<file path="src/rtl/mult_pkg.sv">
// Shared multiply/divide definitions: FSM states, operand width and
// Booth recoding used by the sequential multiplier.
package mult_pkg;

    localparam int MULT_WIDTH = 32;

    typedef enum logic [1:0] {
        IDLE = 2'd0,
        RUN  = 2'd1,
        DONE = 2'd2
    } mult_state_t;

    typedef enum logic [1:0] {
        BOOTH_NOP = 2'd0,
        BOOTH_ADD = 2'd1,
        BOOTH_SUB = 2'd2
    } booth_op_t;

    // Radix-2 Booth recoding of {Q[0], q_1}
    function automatic booth_op_t booth_decode(input logic q0, input logic q_1);
        booth_op_t op;
        op = BOOTH_NOP;
        unique case ({q0, q_1})
            2'b01:   op = BOOTH_ADD;
            2'b10:   op = BOOTH_SUB;
            default: op = BOOTH_NOP;
        endcase
        return op;
    endfunction

endpackage

</file>
<file path="src/rtl/booth_step.sv">
// One radix-2 Booth step: conditional add/sub of M into acc, then an
// arithmetic right shift of {acc, Q, q_1}.
module booth_step
    import mult_pkg::*;
#(
    parameter int WIDTH = MULT_WIDTH
) (
    input  logic [WIDTH:0]   acc,
    input  logic [WIDTH-1:0] q,
    input  logic             q_1,
    input  logic [WIDTH:0]   m,
    output logic [WIDTH:0]   acc_next,
    output logic [WIDTH-1:0] q_next,
    output logic             q_1_next
);

    booth_op_t      op;
    logic [WIDTH:0] sum;

    assign op = booth_decode(q[0], q_1);

    always_comb begin
        sum = acc;
        unique case (op)
            BOOTH_ADD: sum = acc + m;
            BOOTH_SUB: sum = acc - m;
            default:   sum = acc;
        endcase
    end

    assign acc_next = {sum[WIDTH], sum[WIDTH:1]};
    assign q_next   = {sum[0], q[WIDTH-1:1]};
    assign q_1_next = q[0];

endmodule

</file>
<file path="src/rtl/mult_seq.sv">
// Sequential signed Booth multiplier, one step per clock, writing the
// 2*WIDTH-bit product into the hi/lo register pair.
module mult_seq
    import mult_pkg::*;
#(
    parameter int WIDTH = MULT_WIDTH
) (
    input  logic             clk,
    input  logic             reset,
    input  logic             multCtrl,
    input  logic [WIDTH-1:0] srcA,
    input  logic [WIDTH-1:0] srcB,
    output logic             multBusy,
    output logic             multDone,
    output logic [WIDTH-1:0] hi,
    output logic [WIDTH-1:0] lo
);

    localparam logic [5:0] LAST = 6'(WIDTH - 1);

    mult_state_t      state;
    logic [WIDTH:0]   acc;
    logic [WIDTH:0]   m;
    logic [WIDTH-1:0] q;
    logic             q_1;
    logic [5:0]       count;

    logic [WIDTH:0]   acc_next;
    logic [WIDTH-1:0] q_next;
    logic             q_1_next;

    booth_step #(
        .WIDTH(WIDTH)
    ) u_step (
        .acc     (acc),
        .q       (q),
        .q_1     (q_1),
        .m       (m),
        .acc_next(acc_next),
        .q_next  (q_next),
        .q_1_next(q_1_next)
    );

    always_ff @(posedge clk) begin
        if (reset) begin
            state    <= IDLE;
            acc      <= '0;
            m        <= '0;
            q        <= '0;
            q_1      <= 1'b0;
            count    <= '0;
            hi       <= '0;
            lo       <= '0;
            multBusy <= 1'b0;
            multDone <= 1'b0;
        end else if (multCtrl) begin
            // A start in any state reloads; an in-flight product is dropped
            state    <= RUN;
            acc      <= '0;
            m        <= {srcA[WIDTH-1], srcA};
            q        <= srcB;
            q_1      <= 1'b0;
            count    <= '0;
            multBusy <= 1'b1;
            multDone <= 1'b0;
        end else begin
            unique case (state)
                RUN: begin
                    acc   <= acc_next;
                    q     <= q_next;
                    q_1   <= q_1_next;
                    count <= count + 6'd1;
                    if (count == LAST) begin
                        hi       <= acc_next[WIDTH-1:0];
                        lo       <= q_next;
                        multBusy <= 1'b0;
                        multDone <= 1'b1;
                        state    <= DONE;
                    end
                end
                DONE: begin
                    multDone <= 1'b0;
                    state    <= IDLE;
                end
                IDLE: begin
                    state <= IDLE;
                end
                default: begin
                    multBusy <= 1'b0;
                    multDone <= 1'b0;
                    state    <= IDLE;
                end
            endcase
        end
    end

endmodule
</file>
<file path="config.mk">
export PLATFORM = sky130hd
export DESIGN_NAME = mult_seq
export DESIGN_NICKNAME = d
export VERILOG_FILES = /design/src/rtl/mult_pkg.sv /design/src/rtl/booth_step.sv /design/src/rtl/mult_seq.sv
export SDC_FILE = /design/constraint.sdc
export NUM_CORES = 1
export LEC_CHECK = 0
export CAP_MARGIN = 30
export CORE_MARGIN = 2
export CORE_UTILIZATION = 55
export CTS_CLUSTER_SIZE = 28
export DETAILED_ROUTE_END_ITERATION = 16
export PLACE_DENSITY = 0.91
export SLEW_MARGIN = 40
export SYNTH_ARGS = -nofsm -noshare
export SYNTH_HDL_FRONTEND = slang
export SYNTH_SLANG_ARGS = --single-unit
</file>
<file path="constraint.sdc">
create_clock -name clk -period 4.5 [get_ports clk]
set_clock_uncertainty 0.15 [all_clocks]
set_input_delay 0.9 -clock clk [delete_from_list [all_inputs] [get_ports clk]]
set_output_delay 0.9 -clock clk [all_outputs]
set_load 0.05 [all_outputs]
</file>
# [Word-level counts from Yosys, hierarchy flattened]
# Cells that the tools add are included.
[classes] addsub=3 n_eq_ne=10 muxes=12 bitwise=3 reduce_logical=8
[ops] op="$pmux 33 s2" count=1
[ops] op="$mux 32" count=2
[ops] op="$add 32x32->33" count=1
[ops] op="$sub 32x32->33" count=1
[ops] op="$add 6x1->6 const B" count=1
[ops] op="$eq 2x1->1 const B" count=3
[ops] op="$eq 2x2->1 const B" count=3
[ops] op="$eq 6x5->1 const B" count=1
[ops] op="$mux 1" count=6
[ops] op="$pmux 1 s2" count=2
[ops] op="$pmux 2 s2" count=1
[ops] op="$reduce_and 2->1" count=2
[ops] op="$reduce_or 2->1" count=2
[ops] op="$ne 3x3->1 const B" count=1
[ops] op="$not 1->1" count=3
[ops] op="$reduce_and 3->1" count=1
[ops] op="$reduce_or 3->1" count=1
[ops] op="$logic_not 2->1" count=1
[ops] op="$ne 2x1->1 const B" count=1
[ops] op="$ne 2x2->1 const B" count=1
[ops] op="$reduce_bool 2->1" count=1
[totals] reg_bits=171 output_inout_bits=66

# [Logic depth before layout (Yosys ltp)]
# Gate-level depths: netlist (run 1).
[logic_depth] ltp_word=6 ltp_mapped=19 ltp_nobuf=19

# [Modules after synthesis]
# Synthesis (run 1) repeated with hierarchy kept, for this count alone.
[unflattened] cells_unflattened=1233 hier_area_um2=10118.5
[modules_own_cells] mod="mult_seq" n_inst=1 cells_per_inst=758 area_each_um2=7021.7
[modules_own_cells] mod="booth_step" n_inst=1 cells_per_inst=475 area_each_um2=3096.7

# [Worst setup path after synthesis (run 1)]
# No wires, ideal clock.
[synth_timing] path_kind="register to register" startpoint="register m[11]" endpoint="register hi[31]" setup_time_ns=0.101 arrival_ns=3.820 required_ns=4.249 path_slack_ns=0.429 path_stages_with_launch=18 path_buffers=1 synth_period_minus_slack_ns=4.071 cell_sequence="dfxtp_1 -> or4_1 -> nor3_1 -> and3_1 -> and2_1 -> nand2_1 -> nor3_1 -> a21o_1 -> xor2_1 -> ha_1 -> clkbuf_1 -> a21o_1 -> a21o_1 -> a2111oi_0 -> o41ai_1 -> a211oi_1 -> xnor2_1 -> o41ai_1"
[synth_via] elab_chain_len=2 word_cells_on_any_way=3 cone_classes="add/sub (2); mux (1)"
[synth_lines] item="from (decl)" line_no="mult_seq.sv:23" rtl="logic [WIDTH:0] m;"
[synth_lines] item="from (signal assigned)" line_no="mult_seq.sv:60" rtl="m <= {srcA[WIDTH-1], srcA};"
[synth_lines] item="$sub 32x32->33 or $add 32x32->33 (tied branches)" line_no="booth_step.sv:26, booth_step.sv:25"
[synth_lines] item="$pmux 33 s2 *" line_no="booth_step.sv:24" rtl="unique case (op)"
[synth_lines] item="to (signal assigned)" line_no="mult_seq.sv:74" rtl="hi <= acc_next[WIDTH-1:0];"
[synth_lines] item="to (decl)" line_no="mult_seq.sv:15" rtl="output logic [WIDTH-1:0] hi,"
# Every way passes the cells marked *; elsewhere a longest branch is shown, timed or not.
# A chain may end at the register's enable or synchronous reset.

# [Final worst setup path (run 1)]
[layout_timing] startpoint="register m[2]" endpoint="register hi[31]"
# Same word-level chain as after synthesis.

==> results of run 1 <==
sequential cells by signal, summed over array words and instances (netlist names), 2 cells and up:
name   flops
lo        32
acc       32
hi        32
m         32
count      6
state      2
q         32
critical path: cells and delay by family (launching register included):
family,cells,cell delay [ns]
and+or+nand+nor,9,1.68
AOI/OAI and AO/OA,4,0.83
adders and majority gates,1,0.46
DFF,1,0.36
xor gates and xnor gates,2,0.34
buffers and inverters,2,0.33
layer usage:
metal	GRT usage	vias to the layer above	part of all wire
met3	0.04421	62	0.062
met4	0.1075	0	0.035
met5	0	-	0
met2	0.4583	319	0.48
met1	0.3466	3997	0.42
li1	-	4223	-
power breakdown:
part	internal (mW)	switching, mW
clock	0.755	0.693
combinational	0.298	0.414
sequential	1.56	0.0468
stage by stage:
stage          area (um^2)  std cells    util
4_1_cts              11050       1487  0.6928
2_1_floorplan         9019       1166       -
5_1_grt              11100       1487  0.6962
3_3_place_gp         10470       1455  0.6564
6_report             11100       1487  0.6962
3_5_place_dp         10470       1455  0.6567
cell families after synthesis:
kind of cell / count (synthesis)
compound gates: 315
xor+xnor: 59
fa+ha+maj: 36
buf+inv: 98
flops: 171
mux: 44
simple gates: 443
how the worst min path moves through the flow:
stage	to	slack [ns]
5_1_grt	lo[6]$_SDFFE_PP0P_	0.33
2_1_floorplan	q_1$_SDFFE_PP0P_	0.29
3_3_place_gp	lo[31]$_SDFFE_PP0P_	0.29
6_report	lo[20]$_SDFFE_PP0P_	0.31
4_1_cts	lo[20]$_SDFFE_PP0P_	0.31
3_5_place_dp	lo[20]$_SDFFE_PP0P_	0.30
placed cells by master, fill, tap and decap left out, types with 13 or more instances in the layout:
master             n
nand2_1          175
a21oi_1          172
dfxtp_1          171
nor2_1           170
clkdlybuf4s50_1  130
xnor2_1           44
mux2i_1           43
o21ai_0           41
ha_1              34
a211oi_1          29
nor3_1            24
inv_1             20
a21o_1            19
buf_4             19
a31oi_1           17
clkbuf_16         17
xor2_1            15
nand3_1           13
final cells by class:
type / count / area, um^2
clock buffers: 18 / 439.2
clock inverters: 14 / 136.4
fillers: 1233 / 4843
inverters: 20 / 75.07
multi-input cells: 897 / 5289
flip-flops and latches: 171 / 3423
well taps: 216 / 270.3
repair buffers: 151 / 1466
repair_timing:
item / 4_1_cts / 5_1_grt
gates resized for setup: 0 / 8
hold buffers: 0 / 0
endpoints found under the setup margin: 0 / 8
==> impl_metrics.env, run 1 <==
export IMPL_synth_ff_type="dfxtp_1"
export IMPL_yosys_area_share_simple=0.2102
export IMPL_worstSetupStartpointType="flop"
export IMPL_yosysSeqAreaShare=0.3796
export IMPL_syn_to_final_growth_pct=23.07
export IMPL_maxCapViolations=0
export IMPL_drive_gt1_frac=0.05901
export IMPL_synthXorXnorAreaFrac=0.05730
export IMPL_synthMuxAreaShare=0.04897
export IMPL_reg2reg_slack_ns=0.25
export IMPL_synth_edf_count=0
export IMPL_synth_avg_cell_area_um2=7.735
export IMPL_wirelength_um=23920
export IMPL_gp_congestion=0.9236
export IMPL_setup_tns_ns=0
export IMPL_crit_type="reg -> reg"
export IMPL_dpl_worst_slack_ns=0.1628
export IMPL_fin_crit_sh=0.9449
export IMPL_finalHoldViolations=0
export IMPL_cts_sinks=171
export IMPL_hold_depth=2
export IMPL_synth_seq_cells=171
export IMPL_async_flop_share=0
export IMPL_hold_ws_ns=0.3060
export IMPL_synth_compound_area_share=0.2114
export IMPL_initial_core_util=0.5657
export IMPL_static_leakage_power_nw=4.326
export IMPL_antenna_found_initial=0
export IMPL_netlist_area_um2=9019
export IMPL_synth_top_area_frac=0.3796
export IMPL_num_antenna_cells=0
export IMPL_crit_top_cell="nand2_1"
export IMPL_regToRegStartpoint="m[2]$_SDFFE_PP0P_"
export IMPL_worstMarginPinSlew_ns=0.7557
export IMPL_dr_total_vias=8601
export IMPL_fin_crit_ns=4.252
export IMPL_die_y_um=132.1
export IMPL_required_ns=4.68
export IMPL_drtIter0Drc=670
export IMPL_fin_ws_ns=0.2480
export IMPL_die_area_um2=17440
export IMPL_io_pins=133
export IMPL_hp_class="reg -> reg"
export IMPL_critPathSlowestCell="ha_1"
export IMPL_power_total_mw=3.766
export IMPL_root_buffer="clkbuf_16"
export IMPL_place_hpwl_um=16520
export IMPL_postCtsSetupBuffers=0
export IMPL_insertion_delay_ns=0.43
export IMPL_die_x_um=132.1
export IMPL_ir_worst_vdd_mv=0.3300
export IMPL_grt_pass1_wl_um=38980
export IMPL_yosys_area_top_type="dfxtp_1"
export IMPL_yosys_cell_types_count=54
export IMPL_crit_chain="or3_1 -> nor3_1 -> buf_4 -> and3_1 -> and2_1 -> nand2_1 -> nor3_2 -> buf_4 -> a21oi_1 -> xnor2_1 -> ha_1 -> nand2_1 -> nor2_1 -> nand2_1 -> a2111oi_0 -> a211oi_1 -> xnor2_1 -> o41ai_1"
export IMPL_crit_start="m[2]$_SDFFE_PP0P_"
export IMPL_yosys_warnings=0
export IMPL_clk_pin_slew_ns=0.08
export IMPL_ant_nets=0
export IMPL_cts_tree="yes"
export IMPL_powerDensity_nw_per_um2=339.3
export IMPL_synth_nets=1269
export IMPL_crit_fanout=10
export IMPL_cts_buffer_depth=2
export IMPL_yosysMostFrequentCell="nand2_1"
export IMPL_cts_max_level=4
export IMPL_end_kind="flop"
export IMPL_synth_top_cells_by_count="175 x nand2_1, 172 x a21oi_1, 171 x dfxtp_1, 171 x nor2_1, 63 x clkbuf_1"
export IMPL_viasPerCell=5.784
export IMPL_grtUsageTotal=0.2712
export IMPL_coreArea_um2=15940
export IMPL_fmax_mhz=235.2
export IMPL_slew_viol_final=0
export IMPL_r2r_end="hi[31]$_SDFFE_PP0P_"
export IMPL_critPathArrivalTime_ns=4.43
export IMPL_grt_pass1_vias=8059
export IMPL_wl_per_cell_um=16.08
export IMPL_numCtsBuffers=17
export IMPL_rr_worst_depth=18
export IMPL_setup_violations=0
export IMPL_status="complete, no violations"
export IMPL_hp_start="lo[20]$_SDFFE_PP0P_"
export IMPL_slew_headroom=0.4915
export IMPL_synth_area_leaders="dfxtp_1 38%, a21oi_1 9.5%, nand2_1 7.3%"
export IMPL_synthCells=1166
export IMPL_synth_top_family_by_area="compound AO/OA/AOI/OAI gates"
export IMPL_final_net_count=1361
export IMPL_drt_pass1_iter_count=5
export IMPL_grt_ovfl_total=0
export IMPL_rows=46
export IMPL_slowest_delay_ns=0.46
export IMPL_io_buffers=132
export IMPL_drc_errors=0
export IMPL_synthAdderAreaFrac=0.05078
export IMPL_cp_endpoint="hi[31]$_SDFFE_PP0P_"
export IMPL_grt_max_degree=82
(Power assumes the default switching activity.)
==> run 2: changes to the inputs <==
==> constraint.sdc (replaced) <==
create_clock -name clk -period 4.5 [get_ports clk]
set_clock_uncertainty 0.15 [all_clocks]
set_input_delay 1.125 -clock clk [delete_from_list [all_inputs] [get_ports clk]]
set_output_delay 1.125 -clock clk [all_outputs]
set_load 0.05 [all_outputs]
==> results of run 2 <==
The final DEF is identical to that of run 1; final timing and power are the same.
==> RTL edit (config.mk and constraints of run 2) <==
Change the package constant `MULT_WIDTH` from 32 to 48.
--- a/src/rtl/mult_pkg.sv
+++ b/src/rtl/mult_pkg.sv
@@ -2,7 +2,7 @@
 // Booth recoding used by the sequential multiplier.
 package mult_pkg;
 
-    localparam int MULT_WIDTH = 32;
+    localparam int MULT_WIDTH = 48;
 
     typedef enum logic [1:0] {
         IDLE = 2'd0,
Interface: changed (resized hi, lo, srcA and srcB); port bits go from 133 to 197. No check against the original RTL was run, so the function may have changed too.
==> RTL edit against run 2 <==
The flow now finishes with violations (negative setup slack); synthesized cell count increased by 52%; non-clock buffer count rose by 185; sequential share of layout area decreased by 2.9 points; via count grew 63%; routed wire length increased by 78%; power is 57% higher; worst setup slack lost 460 ps; maximum frequency shrank 9.8%; first-iteration DRC count grew to 2.6 times the old value; sequential cell count grew 80; critical path depth is the same; cell area is 62% higher; area after synthesis grew 50%; critical path type unchanged; highest routed layer unchanged.
==> RTL edit: results (changes against run 2) <==
Outcome
  – Status: complete, but fails checks (was finished, final reports clean)
  – Failing checks: negative setup slack

Synthesis
  – Syn Inst Count: 1774 (was 1166)
  – Synthesized net count: 1925 (was 1269)
  – Post-synth top cells: nor2_1, nand2_1, a21oi_1, dfxtp_1, clkbuf_1 (was nand2_1, a21oi_1, dfxtp_1, nor2_1, clkbuf_1)
  – Sequential area share after synthesis: 37.2% (was 38.0%)
  – Netlist cell types: 72 (was 54)

Global route
  – Total GRT Usage: 30.4% (was 27.1%)
  – Number of global-route vias before repair: 13100 (was 8059)
  – GR Layer Usage met1: 40.7% (was 34.7%)
  – Met3 usage: 5.24% (was 4.42%)
  – Met2 GRT Util: 50.0% (was 45.8%)

Power and ir drop
  – Leakage power: 7.17 nW (was 4.33 nW)

Hold path
  – HP Start: lo[28]$_SDFFE_PP0P_ (was lo[20]$_SDFFE_PP0P_)
  – Hold worst-path end: lo[28]$_SDFFE_PP0P_ (was lo[20]$_SDFFE_PP0P_)

Route
  – Wire length on met3: 3810 µm (was 1470 µm)
  – Metal-1 WL: 17800 µm (was 10200 µm)
  – TritonRoute pass-1 iters: 6 (was 5)
  – DR iter-0 viols: 1728 (was 670)
  – Vias per inst: 5.96 (was 5.78)
  – Vias: 14100 (was 8601)
  – Wirelength per Cell: 18.1 µm (was 16.1 µm)
  – WL met2: 19500 µm (was 11500 µm)

STA
  – Hold slack: 304 ps (was 306 ps)
  – Setup violators final: 8 (was 0)
  – Worst Tran Pin Value: 834 ps (was 756 ps)
  – Sum Neg Setup Slack: -503 ps (was 0 ps)
  – PnR worst setup slack: -213 ps (was 248 ps)

Critical path
  – Worst Path Max Fanout: 7 (was 10)
  – Critical Path AT: 4950 ps (was 4430 ps)
  – CP max stage delay: 560 ps (was 460 ps)
  – Worst r2r dst: hi[39]$_SDFFE_PP0P_ (was hi[31]$_SDFFE_PP0P_)

Placement
  – # port buffers: 196 (was 132)
  – Placed insts: 2284 (was 1455)

Cells and area
  – Fraction of layout cells with a size suffix above 1: 15.1% (was 5.90%)

Clock network
  – Inserted Clock Buffers: 27 (was 17)
  – Htree depth: 1 (was 4)
  – Worst skew pair latency: 540 ps (was 430 ps)
  – Clock slew at reported path FFs: 60 ps (was 80 ps)
  – # resized after CTS: 12 (was 0)
[RTL edit: cell count changes after synthesis, sizes merged, moves of 23 or more]
cell / before / now
dfxtp: 171 / 251
o21ai: 41 / 67
clkbuf: 63 / 103
nor2: 171 / 275
a21oi: 172 / 254
xnor2: 44 / 72
a21o: 19 / 42
nand2: 175 / 265
[RTL edit: cells by family after synthesis]
family	count (synthesis)	synth area share [%]
xor+xnor	95	6.15
fa+ha+maj	52	4.87
flops	251	37.2
mux	60	4.46
compound gates	496	22.2
simple gates	670	20.9
buf+inv	150	4.17
[RTL edit: layout make-up]
type,instances,area [µm²]
multi-input combinational,1373,8460
fill,1718,6270
sequential,251,5030
timing repair buffer,336,3060
clock buffer,37,793
tap,324,405
clock inverter,11,139
inverter,26,97.6
[RTL edit: power breakdown]
part           switching (mW)  total, mW  leakage (nW)  internal [mW]
combinational           0.692       1.24          4.66          0.549
sequential             0.0708       2.36          2.05           2.29
clock                   0.898       2.30         0.459           1.40
total                    1.66       5.90          7.17           4.24
